==> config.mk <==
export PLATFORM = sky130hd
export DESIGN_NAME = apb_master
export DESIGN_NICKNAME = d
export VERILOG_FILES = /design/src/rtl/apb_master.sv
export SDC_FILE = /design/constraint.sdc
export NUM_CORES = 1
export LEC_CHECK = 0
export BUFFER_PORTS_ARGS = -buffer_cell sky130_fd_sc_hd__buf_2
export CAP_MARGIN = 5
export CORE_ASPECT_RATIO = 0.7
export CORE_MARGIN = 3
export CORE_UTILIZATION = 50
export CTS_BUF_LIST = sky130_fd_sc_hd__clkbuf_8
export DETAILED_ROUTE_END_ITERATION = 10
export GPL_ROUTABILITY_DRIVEN = 0
export GPL_TIMING_DRIVEN = 0
export PLACE_DENSITY = 0.83
export SETUP_SLACK_MARGIN = 0.05
export SKIP_CTS_REPAIR_TIMING = 1
export SLEW_MARGIN = 5
export SYNTH_ARGS = -nofsm -noshare
export SYNTH_HDL_FRONTEND = slang
export SYNTH_SLANG_ARGS = --single-unit
==> constraint.sdc <==
create_clock -name pclk -period 2.3 [get_ports pclk]
set_input_delay 0.46 -clock pclk [delete_from_list [all_inputs] [get_ports pclk]]
set_output_delay 0.46 -clock pclk [all_outputs]
set_load 0.02 [all_outputs]
==> src/rtl/apb_master.sv <==
// APB master: one command at a time, IDLE/SETUP/ACCESS/RESP sequencing.
// Wait-state timeout aborts a stuck ACCESS phase with an error response.
module apb_master #(
    parameter int unsigned TIMEOUT_CYCLES = 256
) (
    input  logic        pclk,
    input  logic        preset,
    input  logic        cmd_valid,
    output logic        cmd_ready,
    input  logic        cmd_write,
    input  logic [15:0] cmd_addr,
    input  logic [31:0] cmd_wdata,
    output logic        rsp_valid,
    input  logic        rsp_ready,
    output logic [31:0] rsp_rdata,
    output logic        rsp_err,
    output logic        rsp_timeout,
    output logic [15:0] paddr,
    output logic        psel,
    output logic        penable,
    output logic        pwrite,
    output logic [31:0] pwdata,
    input  logic [31:0] prdata,
    input  logic        pready,
    input  logic        pslverr,
    output logic        busy
);

    typedef enum logic [1:0] {
        IDLE,
        SETUP,
        ACCESS,
        RESP
    } state_e;

    localparam logic [15:0] TO_LAST = 16'(TIMEOUT_CYCLES - 1);

    state_e      state_q, state_d;
    logic        ready_q;
    logic        write_q, write_d;
    logic [15:0] addr_q, addr_d;
    logic [31:0] wdata_q, wdata_d;
    logic [31:0] rdata_q, rdata_d;
    logic        err_q, err_d;
    logic        tout_q, tout_d;
    logic [15:0] cnt_q, cnt_d;

    always_comb begin
        state_d = state_q;
        write_d = write_q;
        addr_d  = addr_q;
        wdata_d = wdata_q;
        rdata_d = rdata_q;
        err_d   = err_q;
        tout_d  = tout_q;
        cnt_d   = cnt_q;
        unique case (state_q)
            IDLE: begin
                if (cmd_valid && ready_q) begin
                    write_d = cmd_write;
                    addr_d  = cmd_addr;
                    wdata_d = cmd_write ? cmd_wdata : 32'h0;
                    cnt_d   = 16'h0;
                    state_d = SETUP;
                end
            end
            SETUP: begin
                state_d = ACCESS;
            end
            ACCESS: begin
                // pready wins over a timeout on the boundary cycle
                if (pready) begin
                    rdata_d = write_q ? 32'h0 : prdata;
                    err_d   = pslverr;
                    tout_d  = 1'b0;
                    state_d = RESP;
                end else if (cnt_q == TO_LAST) begin
                    rdata_d = 32'h0;
                    err_d   = 1'b1;
                    tout_d  = 1'b1;
                    state_d = RESP;
                end else begin
                    cnt_d = cnt_q + 16'h1;
                end
            end
            RESP: begin
                if (rsp_ready) state_d = IDLE;
            end
            default: state_d = IDLE;
        endcase
    end

    always_ff @(posedge pclk) begin
        if (preset) begin
            state_q <= IDLE;
            ready_q <= 1'b0;
            write_q <= 1'b0;
            addr_q  <= 16'h0;
            wdata_q <= 32'h0;
            rdata_q <= 32'h0;
            err_q   <= 1'b0;
            tout_q  <= 1'b0;
            cnt_q   <= 16'h0;
        end else begin
            state_q <= state_d;
            ready_q <= (state_d == IDLE);
            write_q <= write_d;
            addr_q  <= addr_d;
            wdata_q <= wdata_d;
            rdata_q <= rdata_d;
            err_q   <= err_d;
            tout_q  <= tout_d;
            cnt_q   <= cnt_d;
        end
    end

    logic on_bus;
    assign on_bus      = (state_q == SETUP) || (state_q == ACCESS);
    assign cmd_ready   = ready_q;
    assign psel        = on_bus;
    assign penable     = (state_q == ACCESS);
    assign pwrite      = on_bus & write_q;
    assign pwdata      = on_bus ? wdata_q : 32'h0;
    assign paddr       = addr_q;
    assign rsp_valid   = (state_q == RESP);
    assign rsp_rdata   = rdata_q;
    assign rsp_err     = err_q;
    assign rsp_timeout = tout_q;
    assign busy        = (state_q != IDLE);

endmodule

## Word-level counts from Yosys, hierarchy flattened

Cells that the tools add are included.

- Register bits after elaboration: 102
- Latch bits: 0
- Memory bits (writable): 0
- ROM bits: 0
- Input bits: 87
- Output and inout port bits: 88
- Word-level logic and storage cells: 45
- Memories: 0

- Add/subtract/negate cells: 1
- Multipliers: 0
- Divide/modulo/power cells: 0
- $lt $le $gt $ge: 0
- Equality and inequality tests: 7
- Shifts and indexed selects: 0
- Mux-type cells: 17
- Bitwise operators: 1
- Reductions and logical operators: 10

Operators by type and width:

| kind | count |
|---|---|
| 32-bit 2-to-1 mux | 5 |
| 16-bit 2-to-1 mux | 3 |
| 16-bit case mux with 2 select lines | 1 |
| 16-bit by 1-bit adder with 16-bit output, second input constant | 1 |
| 16-bit by 8-bit == test with 1-bit output, second input constant | 1 |
| 2-bit 2-to-1 mux | 4 |
| 2-bit case mux with 4 select lines | 1 |
| 2-bit != test, second input constant | 3 |
| 2-bit nonzero test | 3 |
| 2-bit == test, second input constant | 2 |
| 2-bit zero test | 2 |
| 2-bit AND reduction | 2 |
| 4-bit AND reduction | 1 |
| 1-bit 2-to-1 mux | 3 |
| 2-bit by 1-bit == test with 1-bit output, second input constant | 1 |
| 1-bit AND | 1 |
| 1-bit logical AND | 1 |
| 1-bit logical OR | 1 |

## Logic depth before layout (Yosys ltp)

- Depth after elaboration: 5
- Depth in mapped cells: 10
- Gate-level depth less buffers: 6

## Least setup slack after synthesis

OpenSTA, ideal clock, no wires.

- Path type: reg2reg
- Start point: register state_q[0]
- End point: register cnt_q[10]
- Library setup time: 70 ps
- Data arrival time: 2160 ps
- Required time: 2230 ps
- Setup slack: 69 ps
- Stages on the path, launching flop included: 9
- Path buffers: 2
- Period minus slack after synthesis: 2231 ps
- Cell sequence: dfxtp_1 inv_1 ha_1 and2_4 buf_6 or4_1 buf_2 or4_1 a21oi_1

- Word-level cells in the longest chain between the ends: 3
- Elaborated cells between the ends (all ways): 8
- Classes of those cells: 4 x eq/ne; 1 x mux; 3 x reduce/logical

Ends and longest elaborated chain:

| element | line | source |
|---|---|---|
| from (decl) | 38 | `state_e state_q, state_d;` |
| from (signal assigned) | 105 | `state_q <= state_d;` |
| 2-bit == test (*) | n/a |  |
| via penable | 20 | `output logic penable,` |
| 2-bit != test (no line) or 2-bit nonzero test (tied branches) | n/a |  |
| 4-bit AND reduction (no line) | n/a |  |
| to (signal assigned) | 113 | `cnt_q <= cnt_d;` |
| to (decl) | 46 | `logic [15:0] cnt_q, cnt_d;` |

Mark *: on every way through the listed nets, which the timed path passes. The rest lies on a longest branch.
A chain may end at the register's enable or synchronous reset.

## Worst setup path after layout

- Start point: register state_q[0]
- End point: register cnt_q[8]

- Word-level cells in the longest chain between the ends: 3
- Elaborated cells between the ends (all ways): 8
- Classes of those cells: 4 x eq/ne; 1 x mux; 3 x reduce/logical

Ends and longest elaborated chain:

| element | line | source |
|---|---|---|
| 2-bit == test or 2-bit zero test (tied branches) | 57 | `unique case (state_q)` |
| 2-bit != test (no line) or 2-bit nonzero test (tied branches) | n/a |  |
| 4-bit AND reduction (no line) | n/a |  |

Parallel ways exist; a longest one is shown, timed or not.

==> reports/results.ini <==
[cts]
clockBufferDepth = 2
root_buffer = clkbuf_8
cts.reportedPaths.clkPinSlew_ns = 0.10
worstSkewPairLatency_ns = 0.38
h-tree-depth = 3
clock_sinks = 102
cts_tree = yes
numCtsBuffers = 9

[floorplanning]
ios = 175
row_count = 27
die_area_um2 = 9710
die-width_um = 116
fp.coreArea_um2 = 8070
dieHeight_um = 83.3
initial_core_util_pct = 52.9

[sta]
slew-limit-headroom_pct = 64.5
finalSetupTns_ns = 0
tightest_slew_ns = 0.530
fin_crit_ns = 2.19
finalHoldViolations = 0
max_freq_mhz = 456
slew_viol_final = 0
grt_setup_unrepaired = true
hold_ws_ns = 0.299
setup_viol = 0
layout_setup_ws_ns = 0.106
min_period_over_period_pct = 95.4
fin_skew_ns = 0.00913

[finish]
fillers = 676
drive_gt1_share_pct = 32.0
diodes = 0
syn_to_final_growth_pct = 31.6
layout.nets = 780

[setup_path]
ff2ff_setup_slack_ns = 0.11
crit_arrival_ns = 2.51
crit_type = reg -> reg
critPathRequiredTime_ns = 2.61
path_delay_family = simple AND/OR/NAND/NOR gates
endpoint_kind = register
crit_buf_inv = 3
path_cells = inv_2, ha_2, and2_4, buf_6, or4_1, buf_4, or4_1, a21oi_2
slowest_stage = or4_1
crit_top_cell = or4_1
startpoint = state_q[0]
start_kind = register
worstPathMaxFanout = 8
timing.rr.start = state_q[0]
crit_path_max_incr_delay_ns = 0.51

[pwr]
power_switching_share_pct = 33.1
p_leak_nw = 2.43
pwr-share-seq_pct = 44.6
vdd_drop_max_uv = 676
internal_power_mw = 2.95
power_per_cell_area_nw_per_um2 = 786
clockPowerShare_pct = 29.1
comb_power_share_pct = 26.3
p_sw_mw = 1.46

[synthesis]
async_reset_ff_share_pct = 0
synth_edf_count = 0
syn_inst = 499
synth.top_cells.by_count = dfxtp_1, nand2_1, a21oi_1
syn_area_um2 = 4270
syn_area_per_cell_um2 = 8.56
synth_top_flop_cell = dfxtp_1
yosysTopAreaCell = dfxtp_1
synth_most_common_cell = dfxtp_1
ys.warnings.count = 0
synth_top_area_share_pct = 47.8
syn_nets = 591
synth_cell_types = 42
ys_top_cells_by_area = dfxtp_1, nand2_1, a21oi_1, and2_1, nand3_1
ys_seq_area_share_pct = 47.8
ys_ff_latch = 102

[placed_design]
dp_slack_ns = -0.169
numPortBuffers = 173
hpwl_um = 9210

[drt]
dr.pass1.iters = 4
routed_wl_um = 12400
post_drt_wl_per_cell_um = 15.6
antenna_left = 0
via_per_inst = 5.42
drt_iter0_markers = 306
via_count = 4302
drc = 0

[outcome]
outcome = complete, no violations

[global_routing]
antenna_found_initial = 0
track_usage_pct = 25.0
grt_max_degree = 18
grt_pass1_vias = 4095
grt_overflow = 0
grt_pass1_wl_um = 19400

[hold_path]
hp-start = prdata[18]
hp-class = in -> reg

[flow_run]
maxCapViolCount = 0

==> final timing paths <==
check                        to  depth (start not counted)
setup / recovery       cnt_q[8]                          8
setup reg to reg       cnt_q[8]                          8
hold reg to reg      wdata_q[4]                          2
hold / removal    rsp_rdata[18]                          2
==> state kept, by name, indices dropped and copies added (netlist names) <==
signal and flops:
rsp_rdata 32, rsp_err 1, rsp_timeout 1, paddr 16, wdata_q 32, write_q 1
state_q 2, cmd_ready 1, cnt_q 16
==> kinds of logic (layout without fill, tap and decap cells) <==
family | Yosys count | in the layout | synth area share (%)
fa+ha+maj | 5 | 5 | 1.46
buf+inv | 45 | 239 | 4.51
simple gates | 227 | 227 | 27.7
compound gates | 105 | 105 | 15.0
flops | 102 | 102 | 47.8
mux | 15 | 15 | 3.51
==> power groups by stage <==
| stage | sequential [mW] | clock, mW | combinational, mW |
|---|---|---|---|
| detailed placement | 2.00 | 0 | 1.08 |
| global placement | 1.99 | 0 | 1.05 |
| CTS | 1.96 | 1.31 | 1.08 |
| finish | 1.97 | 1.29 | 1.16 |
| global route | 1.98 | 1.38 | 1.28 |
| floorplan | 2.07 | 0 | 0.622 |
==> worst reg2reg max path, stage by stage (launching register included) <==
cell	delay, ns
dfxtp_4	0.38
inv_2	0.05
ha_2	0.19
and2_4	0.14
buf_6	0.12
or4_1	0.52
buf_4	0.17
or4_1	0.42
a21oi_2	0.14
==> routing by layer <==
layer	vias up	wire length, µm	track usage, %
met4	0	159	7.48
met2	178	5790	41.5
met3	14	1290	9.98
li1	2115	-	-
met1	1995	5130	29.6
met5	-	0	0
==> per-stage QoR <==
step                cell area, µm²  std cells  power (mW)  utilization, %
floorplan                     4270        499        2.69               -
global placement              5260        773        3.05            65.2
detailed placement            5260        773        3.08            65.2
CTS                           5500        789        4.35            68.1
global route                  5620        794        4.64            69.6
finish                        5620        794        4.42            69.6
==> layout by cell type (no fill, tap or decap), drive strengths merged, types with 2 or more instances in the layout <==
cell type and n:
buf 188, dfxtp 102, nand2 87, a21oi 64
clkbuf 39, nand3 38, and2 35, a22o 17
nand2b 15, mux2i 15, or4 13, o31ai 11
nand4 7, nor3 7, inv 7, o21ai 6
nor2 5, ha 5, and3 4, and4 3
nor2b 3, or2 2, or3 2, clkinv 2
bufinv 2, nor4b 2
==> cell type report <==
type | instances | area (µm²) | area share [%]
repair buffers | 178 | 906 | 16.1
well taps | 101 | 126 | 2.25
clock buffers | 10 | 138 | 2.45
plain buffers | 39 | 198 | 3.52
clock inverters | 6 | 93.8 | 1.67
multi-input cells | 352 | 2090 | 37.2
inverters | 6 | 22.5 | 0.401
flip-flops and latches | 102 | 2050 | 36.4
No activity file was read; power rests on OpenSTA's default activity.
